## config.mk

```make
export PLATFORM = sky130hd
export DESIGN_NAME = eta_adder_pipe
export DESIGN_NICKNAME = d
export VERILOG_FILES = /design/src/rtl/eta_adder_pipe.sv
export SDC_FILE = /design/constraint.sdc
export NUM_CORES = 1
export LEC_CHECK = 0
export ABC_CLOCK_PERIOD_IN_PS = 5840
export CAP_MARGIN = 20
export CORE_MARGIN = 2
export CORE_UTILIZATION = 36
export DETAILED_ROUTE_END_ITERATION = 6
export PLACE_DENSITY = 0.64
export SYNTH_ARGS = -nofsm -noshare
export SYNTH_HDL_FRONTEND = slang
export SYNTH_SLANG_ARGS = --single-unit
```

## constraint.sdc

```tcl
create_clock -name clk -period 5.84 [get_ports clk]
set_clock_uncertainty 0.1 [all_clocks]
set_input_delay 0.876 -clock clk [delete_from_list [all_inputs] [get_ports clk]]
set_output_delay 0.876 -clock clk [all_outputs]
set_load 0.1 [all_outputs]
```

## src/rtl/eta_adder_pipe.sv

```systemverilog
// Two-stage pipelined error-tolerant adder (ETA-I): carry-free approximate low part, exact high part.
// Optional ERR_STATS_EN adds saturating approximate-transaction and error counters.
module eta_adder_pipe #(
  parameter int unsigned WIDTH      = 16,
  parameter int unsigned APPROX_MAX = 8,
  parameter int unsigned KW         = $clog2(APPROX_MAX + 1)
) (
  input  logic             clk,
  input  logic             rst,
  input  logic             in_valid,
  output logic             in_ready,
  input  logic [WIDTH-1:0] in_a,
  input  logic [WIDTH-1:0] in_b,
  input  logic             in_mode,
  input  logic [KW-1:0]    in_k,
  output logic             out_valid,
  input  logic             out_ready,
  output logic [WIDTH-1:0] out_sum,
  output logic             out_cout
`ifdef ERR_STATS_EN
  ,
  input  logic             stats_clr,
  output logic [31:0]      txn_cnt,
  output logic [31:0]      err_cnt
`endif
);

  logic                  s1_v;
  logic [WIDTH-1:0]      s1_a;
  logic [WIDTH-1:0]      s1_b;
  logic [KW-1:0]         s1_k;
  logic [APPROX_MAX-1:0] s1_lo;
  logic [KW-1:0]         keff;
  logic [APPROX_MAX-1:0] lo_c;
  logic [WIDTH-1:0]      hi_mask;
  logic [WIDTH:0]        hi_sum;
  logic                  out_adv;

  // Output register can take new data when empty or being drained this cycle.
  assign out_adv  = !out_valid || out_ready;
  assign in_ready = !s1_v || out_adv;

  always_comb begin : keff_sel
    keff = '0;
    if (in_mode) begin
      keff = (in_k > KW'(APPROX_MAX)) ? KW'(APPROX_MAX) : in_k;
    end
  end

  // Scan down from bit Keff-1; the first generate position saturates itself and everything below.
  always_comb begin : approx_lo
    logic found;
    found = 1'b0;
    lo_c  = '0;
    for (int i = int'(APPROX_MAX) - 1; i >= 0; i--) begin
      if (32'(i) < 32'(keff)) begin
        if (found || (in_a[i] && in_b[i])) begin
          lo_c[i] = 1'b1;
          found   = 1'b1;
        end else begin
          lo_c[i] = in_a[i] ^ in_b[i];
        end
      end
    end
  end

  // Low bits are masked off, so the high adder sees carry-in 0 from the approximate part.
  always_comb begin : hi_add
    hi_mask = '0;
    for (int i = 0; i < int'(WIDTH); i++) begin
      hi_mask[i] = (32'(i) >= 32'(s1_k));
    end
    hi_sum = {1'b0, s1_a & hi_mask} + {1'b0, s1_b & hi_mask};
  end

  always_ff @(posedge clk or posedge rst) begin : s1_reg
    if (rst) begin
      s1_v  <= 1'b0;
      s1_a  <= '0;
      s1_b  <= '0;
      s1_k  <= '0;
      s1_lo <= '0;
    end else if (in_ready) begin
      s1_v <= in_valid;
      if (in_valid) begin
        s1_a  <= in_a;
        s1_b  <= in_b;
        s1_k  <= keff;
        s1_lo <= lo_c;
      end
    end
  end

  always_ff @(posedge clk or posedge rst) begin : out_reg
    if (rst) begin
      out_valid <= 1'b0;
      out_sum   <= '0;
      out_cout  <= 1'b0;
    end else if (out_adv) begin
      out_valid <= s1_v;
      if (s1_v) begin
        out_sum  <= hi_sum[WIDTH-1:0] | WIDTH'(s1_lo);
        out_cout <= hi_sum[WIDTH];
      end
    end
  end

`ifdef ERR_STATS_EN
  logic           s1_mode;
  logic           out_mode;
  logic [WIDTH:0] out_ref;

  // Exact reference and mode ride alongside the datapath to the output register.
  always_ff @(posedge clk or posedge rst) begin : stats_pipe
    if (rst) begin
      s1_mode  <= 1'b0;
      out_mode <= 1'b0;
      out_ref  <= '0;
    end else begin
      if (in_ready && in_valid) begin
        s1_mode <= in_mode;
      end
      if (out_adv && s1_v) begin
        out_mode <= s1_mode;
        out_ref  <= {1'b0, s1_a} + {1'b0, s1_b};
      end
    end
  end

  always_ff @(posedge clk or posedge rst) begin : stats_cnt
    if (rst) begin
      txn_cnt <= '0;
      err_cnt <= '0;
    end else if (stats_clr) begin
      txn_cnt <= '0;
      err_cnt <= '0;
    end else if (out_valid && out_ready) begin
      if (out_mode && (txn_cnt != '1)) begin
        txn_cnt <= txn_cnt + 32'd1;
      end
      if (({out_cout, out_sum} != out_ref) && (err_cnt != '1)) begin
        err_cnt <= err_cnt + 32'd1;
      end
    end
  end
`endif

endmodule

```

==> results of run 1 <==
==> registers in the layout, indices dropped and copies added (netlist names) <==
signal	count
out_cout	1
out_sum	16
out_valid	1
s1_a	16
s1_b	16
s1_k	4
s1_lo	8
s1_v	1
==> cells in the mapped netlist, drive strengths merged (2+ instances only) <==
cell | n | share of area
ha | 23 | 0.077
nor3 | 11 | 0.015
nand2b | 5 | 0.0084
inv | 12 | 0.012
a21oi | 17 | 0.024
o21ai | 19 | 0.027
nand4 | 2 | 0.0034
a31oi | 5 | 0.0084
nand3 | 4 | 0.0054
o21a | 9 | 0.018
a21boi | 2 | 0.0060
and2 | 22 | 0.037
buf | 7 | 0.0097
nor2b | 6 | 0.010
a21o | 3 | 0.0064
o21bai | 2 | 0.0040
o31ai | 6 | 0.015
a211o | 2 | 0.0047
nor2 | 16 | 0.016
o32ai | 2 | 0.0067
o41ai | 2 | 0.0067
clkbuf | 9 | 0.0091
o31a | 3 | 0.0074
nand2 | 136 | 0.14
a211oi | 3 | 0.0074
or3 | 3 | 0.0064
a41oi | 2 | 0.0087
xor2 | 5 | 0.012
o211ai | 5 | 0.013
nand3b | 3 | 0.0060
dfrtp | 63 | 0.42
xnor2 | 4 | 0.0094
o311ai | 2 | 0.0047
and3 | 5 | 0.0084
==> metal layers <==
| layer | share of wire | vias to the layer above | GRT usage |
|---|---|---|---|
| li1 | - | 1585 | - |
| met1 | 0.52 | 1440 | 0.2328 |
| met2 | 0.43 | 57 | 0.2433 |
| met3 | 0.035 | 15 | 0.02536 |
| met4 | 0.018 | 0 | 0.06767 |
| met5 | 0 | - | 0 |
==> through the flow <==
stage | std cells | power [mW] | cell area [sq um] | util | hold WS [ns]
final | 628 | 1.812 | 4669 | 0.4585 | 0.3655
after CTS | 628 | 1.826 | 4669 | 0.4585 | 0.3725
after floorplan | 430 | 1.189 | 3725 | - | 0.3329
after global routing | 628 | 1.910 | 4669 | 0.4585 | 0.4080
after detailed placement | 612 | 1.389 | 4438 | 0.4357 | 0.3543
after global placement | 612 | 1.381 | 4438 | 0.4357 | 0.3525
==> cells by family after synthesis <==
| logic type | count (synthesis) |
|---|---|
| XOR/XNOR | 9 |
| flip-flops | 63 |
| AO/OA/AOI/OAI | 88 |
| buffers and inverters | 28 |
| AND/OR/NAND/NOR | 217 |
| multiplexers | 1 |
| adder cells (fa/ha/maj) | 24 |
==> path summary, 6_finish.rpt <==
check                            from          to  slack (ns)  depth (start not counted)
setup / recovery            out_ready    in_ready        2.19                          3
hold / removal             out_sum[7]  out_sum[7]        0.37                          2
hold reg to reg            out_sum[7]  out_sum[7]        0.37                          2
max in group asynchronous         rst     s1_a[7]        4.14                          3
setup reg to reg              s1_k[3]    out_cout        2.86                         11
min in group asynchronous         rst     s1_b[1]        0.97                          3
==> worst max-delay path: cells and delay by family <==
kind                   cells  cell delay, ns
AND/OR/NAND/NOR            1            0.17
buffers and inverters      2            1.63
==> cell type report <==
cell class | instances | area, sq um
Timing Repair Buffer | 62 | 613.1
Tap cell | 136 | 170.2
Clock buffer | 10 | 137.6
Sequential cell | 63 | 1577
Inverter | 12 | 45.04
Multi-Input combinational cell | 339 | 2033
Clock inverter | 6 | 93.84
Fill cell | 1051 | 5515
==> power groups by stage <==
stage               combinational, mW  sequential, mW  clock (mW)
floorplan                       0.304           0.885           0
finish                          0.806           0.573       0.433
global route                    0.862           0.587       0.461
CTS                             0.810           0.574       0.441
global placement                0.801           0.581           0
detailed placement              0.807           0.583           0
==> qor.yml, run 1 <==
outcome:
  outcome: "completed"
place:
  place.gp.congestion: 0.8202
  pre_cts_ws_ns: 2.193
  hpwl_um: 6401
  numPortBuffers: 59
clock_network:
  clk_path_buf_depth: 2
  clk_latency_ns: 0.36
  cts-root-buf: "clkbuf_8"
  path_clk_slew_ns: 0.06
  cts_buffers: 9
  cts_tree: "done"
  cts_setup_buffers: 0
  cts.sink_count: 63
  cts_resized: 0
  postCtsHoldBufs: 0
  cts_max_level: 3
power:
  clock_power_share: 0.239
  combinationalPowerShare: 0.445
  intPower_mw: 1.020
  vdd_drop_max_uv: 195.0
  cellPowerDensity_mw_per_mm2: 388.1
  netSwitchingPower_mw: 0.7923
  switching_share: 0.4372
  p_leak_nw: 2.180
  p_seq_frac: 0.316
setup_path:
  crit_required_ns: 4.86
  slowest_delay_ns: 1.15
  critPathSlowestCell: "clkdlybuf4s50_1"
  cpMostUsedCell: "clkdlybuf4s50_1"
  crit_arrival_ns: 2.67
  worst-path-max-fanout: 4
  criticalPathCategory: "in2out"
  end_kind: "output pin"
  cp_cell_sequence: "clkdlybuf4s50_1 > nand3b_1 > clkdlybuf4s50_1"
  crit_path_start_kind: "input pin"
sta:
  setup_tns_ns: 0
  setup_slack_ns: 2.194
  finalCritPeriodShare: 0.6244
  min_period_ns: 3.646
  setup_viol: 0
  rsz0062_at_grt: "no"
  fmax_mhz: 274.2
  slew-limit-headroom: 0.3451
  worst_slew_pin_slew_ns: 0.9793
  maxSlewViolCount: 0
  hold_violations: 0
die:
  die_w_um: 105.7
  die_y_um: 105.7
  initial_utilization: 0.3657
  io_pins: 60
  row_count: 37
  dieArea_sq_mm: 0.01118
  fp.coreArea_sq_mm: 0.01018
yosys:
  synth_nets: 495
  synth-xor-area-share: 0.02116
  synth.area.mux_share: 0.002687
  synth-edff-count: 0
  seq_area_frac_synth: 0.4232
  ys_types: 60
  synth_top_family_by_area: "simple AND/OR/NAND/NOR gates"
  syn_area_sq_mm: 0.003725
  synth_seq_cells: 63
  netlist_instances: 430
  synthArstFlopShare: 1.000
  yosysWarnings: 0
  synthAdderAreaFrac: 0.08263
  ys.flop_type: "dfrtp_1"
  synth-compound-area-share: 0.1774
  synth_simple_gate_area_frac: 0.2620
  avgSynthCellArea_sq_um: 8.662
global_routing:
  track_usage: 0.1622
  overflow: 0
  grt_pass1_vias: 3001
  grt_max_degree: 64
  antenna_found_initial: 0
  grt_pass1_wl_um: 14530
finish:
  n_antenna_cell: 0
  final_common_cell: "nand2_1"
  layout-drive-gt1-share: 0.08130
  synthToLayoutAreaGrowth_pct: 25.36
  nets: 552
  layout_common_cells: "nand2_1 (135), dfrtp_1 (63), clkdlybuf4s50_1 (59)"
route:
  drt-total-wl_um: 8475
  drtAntennaViolNets: 0
  viasPerCell: 4.932
  drc_errors: 0
  num_vias: 3097
  firstDrtPassIters: 4
  routedWlPerCell_um: 13.50
  drt_iter0_drc: 117
job:
  cap_violations: 0
hold_path:
  hold_class: "reg2reg"
(Power assumes the default switching activity.)
==> run 2: changes to the inputs <==
--- a/config.mk
+++ b/config.mk
@@ -5,7 +5,7 @@
 export SDC_FILE = /design/constraint.sdc
 export NUM_CORES = 1
 export LEC_CHECK = 0
-export ABC_CLOCK_PERIOD_IN_PS = 5840
+export ABC_CLOCK_PERIOD_IN_PS = 3370
 export CAP_MARGIN = 20
 export CORE_MARGIN = 2
 export CORE_UTILIZATION = 36
==> constraint.sdc (replaced) <==
create_clock -name clk -period 3.37 [get_ports clk]
set_clock_uncertainty 0.1 [all_clocks]
set_input_delay 0.5055 -clock clk [delete_from_list [all_inputs] [get_ports clk]]
set_output_delay 0.5055 -clock clk [all_outputs]
set_load 0.1 [all_outputs]
==> run 2 against run 1 <==
Sequential power is 74% higher. Final cell count is 0.48% higher. Critical path type is now reg2reg. Sequential cell count stayed put. Count of clock-buffer cells in the layout is 1 lower. Design area hardly changed. Global-route usage is 0.32 points higher. Total power is 76% higher. First-iteration DRC count is 50% higher. Critical path depth is 8 higher. Non-clock buffer count is 3 higher. Hold slack worse by 0.086 ns.
==> qor.yml, run 2 (same netlist as run 1, synthesis figures left out) <==
outcome:
  outcome: "completed"  # unchanged
power:
  cellPowerDensity_mw_per_mm2: 682.5  # was 388.1 mW/mm^2
  p_leak_nw: 2.207  # was 2.180 nW
  vdd_drop_max_uv: 279.7  # was 195.0 uV
setup_path:
  slowest_delay_ns: 0.51  # was 1.15 ns
  critPathTopFamily: "simple AND/OR/NAND/NOR gates"  # was buffers and inverters
  cp_cell_sequence: "nor2_1 > and3_1 > ha_1 > inv_1 > fa_1 > nor2b_1 > o211ai_1 > a21boi_2 > o21bai_1 > nor2b_1 > o221ai_1"  # was clkdlybuf4s50_1 > nand3b_1 > clkdlybuf4s50_1
  critPathSlowestCell: "dfrtp_1"  # was clkdlybuf4s50_1
  crit_required_ns: 3.52  # was 4.86 ns
  cpMostUsedCell: "nor2b_1"  # was clkdlybuf4s50_1
  worstSetupStartpoint: "s1_k[3]"  # was out_ready
  rr_startpoint: "s1_k[3]"  # unchanged
  criticalPathCategory: "reg2reg"  # was in2out
  worst-path-max-fanout: 14  # was 4
  end_kind: "register"  # was output pin
  crit_path_start_kind: "register"  # was input pin
  path_buf_inv: 1  # was 2
  crit_arrival_ns: 3.09  # was 2.67 ns
die:
  io_pins: 60  # unchanged
  fp.coreArea_sq_mm: 0.01018  # unchanged
  initial_utilization: 0.3657  # unchanged
  dieArea_sq_mm: 0.01118  # unchanged
  row_count: 37  # unchanged
  die_w_um: 105.7  # unchanged
  die_y_um: 105.7  # unchanged
global_routing:
  overflow: 0  # unchanged
  grt_pass1_vias: 3054  # was 3001
  grt_pass1_wl_um: 14660  # was 14530 um
  track_usage: 0.1654  # was 0.1622
  antenna_found_initial: 0  # unchanged
  grt_max_degree: 38  # was 64
clock_network:
  cts_max_level: 3  # unchanged
  cts_resized: 0  # unchanged
  cts_buffers: 9  # unchanged
  path_clk_slew_ns: 0.07  # was 0.06 ns
  postCtsHoldBufs: 0  # unchanged
  cts_tree: "done"  # unchanged
  cts-root-buf: "clkbuf_8"  # unchanged
  cts.sink_count: 63  # unchanged
  cts_setup_buffers: 0  # unchanged
  clk_path_buf_depth: 2  # unchanged
  clk_latency_ns: 0.34  # was 0.36 ns
sta:
  rsz0062_at_grt: "no"  # unchanged
  worst_slew_pin_slew_ns: 0.9636  # was 0.9793 ns
  setup_tns_ns: 0  # unchanged
  setup_viol: 0  # unchanged
  slew-limit-headroom: 0.3556  # was 0.3451
  maxSlewViolCount: 0  # unchanged
  hold_violations: 0  # unchanged
  min_period_ns: 2.946
  finalCritPeriodShare: 0.8742
  fmax_mhz: 339.4
route:
  drtAntennaViolNets: 0  # unchanged
  drt_iter0_drc: 175  # was 117
  num_vias: 3063  # was 3097
  drc_errors: 0  # unchanged
  firstDrtPassIters: 4  # unchanged
  viasPerCell: 4.854  # was 4.932
  routedWlPerCell_um: 13.74  # was 13.50 um
  drt-total-wl_um: 8673  # was 8475 um
job:
  cap_violations: 0  # unchanged
finish:
  synthToLayoutAreaGrowth_pct: 25.39  # was 25.36%
  layout_common_cells: "nand2_1 (135), dfrtp_1 (63), clkdlybuf4s50_1 (45)"  # was nand2_1 (135), dfrtp_1 (63), clkdlybuf4s50_1 (59)
  n_antenna_cell: 0  # unchanged
  final_common_cell: "nand2_1"  # unchanged
  nets: 555  # was 552
  reg.largest.list: "out_sum x16, s1_a x16, s1_b x16"  # unchanged
  final_util: 0.4586  # was 0.4585
  layout-drive-gt1-share: 0.1152  # was 0.08130
  stdcell_area_sq_mm: 0.004671  # was 0.004669 sq mm
hold_path:
  hold_class: "in2async"  # was reg2reg
place:
  hpwl_um: 6841  # was 6401 um
  placed_area_sq_mm: 0.004425  # was 0.004438 sq mm
  place.gp.congestion: 0.7712  # was 0.8202
  numPortBuffers: 59  # unchanged
run 2: changes by cell type in the layout (fill, tap and decap cells not counted), sizes merged:
cell | before | now
clkinv | 3 | 1
bufinv | 2 | 3
buf | 3 | 20
clkdlybuf4s50 | 59 | 45
clkinvlp | 1 | 3
clkbuf | 10 | 9
run 2: worst paths after layout:
check                                   to  slack, ns  cells after the start
worst max-delay path              out_cout       0.42                     11
worst min-delay path            out_sum[2]       0.28                      2
worst max register to register    out_cout       0.42                     11
worst min register to register  out_sum[7]       0.37                      2
max in group asynchronous          s1_b[9]       2.18                      3
min in group clk                out_sum[7]       0.37                      2
run 2: per-stage QoR:
step | hold slack, ns | power (mW) | setup WS (ns) | instances
floorplan | 0.3329 | 2.060 | 0.2746 | 430
global placement | 0.3522 | 2.382 | 0.5576 | 615
detailed placement | 0.3551 | 2.398 | 0.4473 | 615
CTS | 0.2781 | 3.212 | 0.4293 | 631
global route | 0.3026 | 3.345 | 0.1223 | 631
finish | 0.2800 | 3.188 | 0.4239 | 631
run 2: layer usage:
metal / share of wire / up-vias / wire length [um] / global-route usage
met3: 0.039 / 6 / 336 / 0.02041
met4: 0.0090 / 0 / 78 / 0.06485
li1: - / 1592 / - / -
met5: 0 / - / 0 / 0
met1: 0.50 / 1402 / 4355 / 0.2373
met2: 0.45 / 63 / 3902 / 0.2544
run 2: power by group:
part / switching, mW / internal, mW
Combinational: 0.973 / 0.412
Sequential: 0.0965 / 0.900
Clock: 0.315 / 0.492
Total: 1.38 / 1.80
run 2: layout make-up:
type | count | area, sq um
Inverter | 12 | 45.04
Clock buffer | 9 | 123.9
Tap cell | 136 | 170.2
Multi-Input combinational cell | 339 | 2033
Fill cell | 1013 | 5514
Timing Repair Buffer | 65 | 600.6
Clock inverter | 7 | 121.4
Sequential cell | 63 | 1577
run 2: worst reg2reg max path, cell delays in order (launching register included):
cell and delay [ns]:
dfrtp_1 0.51, nor2_1 0.29, and3_1 0.21, ha_1 0.20
inv_1 0.08, fa_1 0.40, nor2b_1 0.16, o211ai_1 0.12
a21boi_2 0.29, o21bai_1 0.16, nor2b_1 0.15, o221ai_1 0.18
==> RTL change 1, RTL diff (settings of run 1) <==
`APPROX_MAX`: 8 -> 16.
--- a/src/rtl/eta_adder_pipe.sv
+++ b/src/rtl/eta_adder_pipe.sv
@@ -4,3 +4,3 @@
   parameter int unsigned WIDTH      = 16,
-  parameter int unsigned APPROX_MAX = 8,
+  parameter int unsigned APPROX_MAX = 16,
   parameter int unsigned KW         = $clog2(APPROX_MAX + 1)
Ports: changed (resized in_k); port bits go from 60 to 61. The function was not compared with the original's and may differ.
==> RTL change 1 against run 1 <==
Routed wire length grew 36%. Total power is 15% higher. Utilization shrank 1.3 points. Sequential power grew 14%. Synthesized area up 22%. Design area is 20% higher. Count of clock-buffer cells in the layout is 1 lower. Setup slack lost 0.0031 ns. Sequential cell count is 9 higher. Largest cell class unchanged. Largest power group unchanged.
==> RTL change 1: results (changes against run 1) <==
status=complete, no violations; routability-driven placement congestion ratio=0.8633 (+5.3%); count of buffers from port buffering=60 (+1.7%); routed via count=3923 (+27%); vias in the first global route=3682 (+23%); DP Wirelength=8738 µm (+37%); post-synthesis cell type count=69 (+15%); leading post-synthesis cells by instance count=136 x sky130_fd_sc_hd__nand2_1, 72 x sky130_fd_sc_hd__dfrtp_1, 32 x sky130_fd_sc_hd__nor2_1; via density per instance=5.189 (+5.2%); placed insts=739 (+21%); Tot GR Track Use=17.67% (+1.4 points); reported leakage power=2.597 nW (+19%); initial antenna violation count=1 (+1); number of pins exceeding their max-slew limit in the final report=0 (unchanged); first-pass iteration count of the detailed router=5 (+1); maximum vdd ir drop=0.1406 mV (-28%); syn nets=604 (+22%); detail-routed net length per standard cell=15.21 µm (+13%); clk_lat worst skew=0.33 ns (-0.03 ns); Clk Tree Root Cell=sky130_fd_sc_hd__clkbuf_16; pin count of the biggest net entering global routing=73 (+14%); nets@finish=652 (+18%); initial drt markers=291 (+150%); sequential-to-total area share from yosys stat=39.50% (-2.8 points); Worst slew margin=35.13% (+0.62 points); proportion of layout cells with a drive suffix above 1=6.346% (-1.8 points); biggest area contributors in the synthesized netlist=sky130_fd_sc_hd__dfrtp_1 39%, sky130_fd_sc_hd__nand2_1 11%, sky130_fd_sc_hd__ha_1 8.5%, sky130_fd_sc_hd__a21oi_1 2.9%, sky130_fd_sc_hd__o21ai_0 2.7%
[RTL change 1: cell types whose count changed after synthesis, sizes merged, moves of 5 or more]
cell / before / now
a21o: 3 / 10
and2: 22 / 17
a31oi: 5 / 12
ha: 23 / 31
clkbuf: 9 / 16
a21oi: 17 / 26
o21ai: 19 / 26
nor3: 11 / 18
nor2: 16 / 32
and3: 5 / 18
dfrtp: 63 / 72
[RTL change 1: final cells by class]
| type | instances | area (µm²) |
|---|---|---|
| inverters | 8 | 30.03 |
| well taps | 172 | 215.2 |
| multi-input cells | 424 | 2586 |
| flip-flops and latches | 72 | 1802 |
| repair buffers | 63 | 623.1 |
| clock inverters | 7 | 96.34 |
| diodes | 1 | 2.502 |
| clock buffers | 9 | 225.2 |
| fillers | 1250 | 6937 |
[RTL change 1: layer usage]
metal | global-route usage [%] | share of wire (%) | vias to the layer above
met5 | 0 | 0 | -
met4 | 5.490 | 0.99 | 0
met3 | 3.062 | 4.2 | 8
met2 | 27.09 | 45 | 99
met1 | 25.56 | 50 | 1844
li1 | - | - | 1972
[RTL change 1: logic make-up after synthesis]
family	share of synthesized area (%)
AOI/OAI and AO/OA	17.69
muxes	0.4389
and+or+nand+nor	28.09
buffers and inverters	3.812
DFF	39.50
adders and majority gates	8.941
xor gates and xnor gates	1.536
[RTL change 1: worst paths after layout]
check / startpoint / to / slack (ns) / cells past startpoint
hold / removal: s1_a[4] / s1_a[4] / 0.37 / 2
setup reg to reg: s1_k[4] / out_cout / 2.54 / 8
min in group asynchronous: rst / out_sum[3] / 1.04 / 3
hold reg to reg: s1_a[4] / s1_a[4] / 0.37 / 2
setup / recovery: out_ready / in_ready / 2.19 / 3
max in group asynchronous: rst / s1_lo[8] / 4.03 / 3
[RTL change 1: metrics by stage]
step / worst slack, ns / area, µm² / power, mW
2_1_floorplan: 2.595 / 4562 / 1.289
3_3_place_gp: 2.207 / 5256 / 1.493
3_5_place_dp: 2.188 / 5256 / 1.505
4_1_cts: 2.182 / 5578 / 2.102
5_1_grt: 2.156 / 5578 / 2.196
6_report: 2.190 / 5580 / 2.088
[RTL change 1: report_power, final]
part / internal [mW] / switching [mW]
clock: 0.374 / 0.215
combinational: 0.258 / 0.589
sequential: 0.589 / 0.0633
total: 1.22 / 0.867
[RTL change 1: worst register-to-register path, stage by stage (launching register included)]
cell                        delay (ns)
sky130_fd_sc_hd__dfrtp_1          0.52
sky130_fd_sc_hd__nor3_1           0.65
sky130_fd_sc_hd__and3_1           0.25
sky130_fd_sc_hd__ha_1             0.29
sky130_fd_sc_hd__a211oi_2         0.35
sky130_fd_sc_hd__o211ai_2         0.18
sky130_fd_sc_hd__a2111oi_4        0.52
sky130_fd_sc_hd__nor3_1           0.12
sky130_fd_sc_hd__o22a_1           0.20
==> RTL change 2, RTL diff (flow settings as in run 1) <==
Without the edit above. Build with the macro `ERR_STATS_EN` defined.
--- a/src/rtl/eta_adder_pipe.sv
+++ b/src/rtl/eta_adder_pipe.sv
@@ -2,2 +2,4 @@
 // Optional ERR_STATS_EN adds saturating approximate-transaction and error counters.
+`define ERR_STATS_EN
+
 module eta_adder_pipe #(
Interface: changed (added err_cnt, stats_clr and txn_cnt); port bits go from 60 to 125. The function was not compared with the original's and may differ.
==> RTL change 2 against run 1 <==
Total power up 110%. Final cell count up 120%. Routed wire length up 150%. Count of clock-buffer cells in the layout up 8. Synthesized area up 130%. Critical path depth unchanged. Design area up 130%. Setup slack worse by 0.30 ns. Sequential cell count up 83. Hold slack better by 0.018 ns.
==> RTL change 2: results (changes against run 1) <==
leading post-synthesis cells by instance count=146 x sky130_fd_sc_hd__dfrtp_1, 100 x sky130_fd_sc_hd__nand2_1, 94 x sky130_fd_sc_hd__nor2_1; Tot GR Track Use=17.33% (+1.1 points); critical path fanouts, max=5 (+1); hold path endpoint=out_mode; maximum cell stage delay along the critical path=1.20 ns (+0.05 ns); Crit Reg-Reg Endpoint=out_sum[14]; post-synthesis cell type count=65 (+8.3%); fraction of registers with async set/reset=100.0% (unchanged); routability-driven placement congestion ratio=0.8626 (+5.2%); depth of the worst register-to-register path=12 (+1); nets@finish=1112 (+100%); setup slack, reg-to-reg=2.56 ns (-0.30 ns); first-pass iteration count of the detailed router=5 (+1); worst flop-to-flop path startpoint=s1_k[1]; count of instances resized after the clock tree is built=0 (unchanged); largest registers=err_cnt: 32 flops, txn_cnt: 32 flops, out_ref: 17 flops; maximum vdd ir drop=0.2222 mV (+14%); count of H-tree levels built during CTS=4 (+1); reported leakage power=4.407 nW (+100%); signal arrival time at the worst endpoint=2.97 ns (+0.30 ns); share of Yosys cell area claimed by the top area cell type=42.58% (+0.26 points); TritonCTS Buffers=17 (+8); clk_lat worst skew=0.42 ns (+0.06 ns); proportion of layout cells with a drive suffix above 1=9.038% (+0.91 points); syn nets=996 (+100%); detail-routed net length per standard cell=15.40 µm (+14%); pin count of the biggest net entering global routing=75 (+17%); Worst Hold Slack=0.3837 ns (+0.01817 ns); count of buffers from port buffering=124 (+110%); status=complete, no violations; Layout fillers=2256 (+110%); initial drt markers=321 (+170%); DP Wirelength=15590 µm (+140%); biggest area contributors in the synthesized netlist=sky130_fd_sc_hd__dfrtp_1 43%, sky130_fd_sc_hd__xnor2_1 6.0%, sky130_fd_sc_hd__ha_1 5.8%, sky130_fd_sc_hd__mux2_2 4.6%, sky130_fd_sc_hd__nand2_1 4.4%; Hold Startpoint=s1_mode; global-route wire length before repair=34220 µm (+140%); Clk Tree Root Cell=sky130_fd_sc_hd__clkbuf_16; vias in the first global route=6520 (+120%); via density per instance=5.102 (+3.5%); Worst slew margin=29.58% (-4.9 points)
==> RTL change 2: cell count changes after synthesis, moves of 13 or more <==
cell / change
sky130_fd_sc_hd__or3_1: +13
sky130_fd_sc_hd__inv_1: +17
sky130_fd_sc_hd__nor2_1: +78
sky130_fd_sc_hd__clkbuf_1: +19
sky130_fd_sc_hd__a21oi_1: +25
sky130_fd_sc_hd__xor2_1: +13
sky130_fd_sc_hd__mux2_2: +35
sky130_fd_sc_hd__o21ai_0: +34
sky130_fd_sc_hd__ha_1: +17
sky130_fd_sc_hd__nand2_1: -35
sky130_fd_sc_hd__nand3_1: +22
sky130_fd_sc_hd__xnor2_1: +55
sky130_fd_sc_hd__nand4_1: +15
sky130_fd_sc_hd__dfrtp_1: +83
==> RTL change 2: worst max path at each step <==
stage,start,to,depth (start not counted)
floorplan,rst,err_cnt[0],1
global placement,out_ready,in_ready,3
detailed placement,out_ready,in_ready,3
CTS,out_ready,in_ready,3
global route,out_ready,in_ready,3
finish,out_ready,in_ready,3
==> RTL change 2: area by class of cell <==
| cell class | count | share of cell area [%] |
|---|---|---|
| clock buffer | 18 | 4.008 |
| clock inverter | 13 | 1.297 |
| inverter | 28 | 1.028 |
| multi-input combinational | 706 | 43.80 |
| sequential | 146 | 34.12 |
| tap | 319 | 3.728 |
| timing repair buffer | 129 | 12.01 |
==> RTL change 2: metal layers <==
layer  routed length, µm  up-vias  part of all wire (%)  track usage, %
li1                    -     3473                     -               -
met1               10030     3261                    48           24.69
met2                9721      178                    46           27.62
met3                 914       22                   4.4           2.586
met4                 266        0                   1.3           4.505
met5                   0        -                     0               0
==> RTL change 2: power breakdown <==
| part | leakage, nW | switching, mW | internal (mW) |
|---|---|---|---|
| clock | 0.276 | 0.438 | 0.627 |
| sequential | 1.87 | 0.143 | 1.16 |
| combinational | 2.26 | 0.898 | 0.483 |
| total | 4.41 | 1.48 | 2.27 |
==> RTL change 2: through the flow <==
| step | area, µm² | std cells | setup WS [ns] | utilization, % | power, mW |
|---|---|---|---|---|---|
| final | 10710 | 1359 | 1.898 | 45.75 | 3.751 |
| after global routing | 10710 | 1359 | 1.893 | 45.75 | 3.967 |
| after CTS | 10710 | 1359 | 1.924 | 45.75 | 3.796 |
| after detailed placement | 10140 | 1328 | 1.940 | 43.32 | 2.713 |
| after global placement | 10120 | 1327 | 1.927 | 43.24 | 2.693 |
| after floorplan | 8579 | 912 | 0.9410 | - | 2.340 |
==> RTL change 2: kinds of logic after synthesis <==
group                      after synthesis  synth area share, %
muxes                                   38                4.958
and+or+nand+nor                        372                22.15
buffers and inverters                   60                2.785
AOI/OAI and AO/OA                      177                13.36
xor gates and xnor gates                77                7.861
DFF                                    146                42.58
adders and majority gates               42                6.300
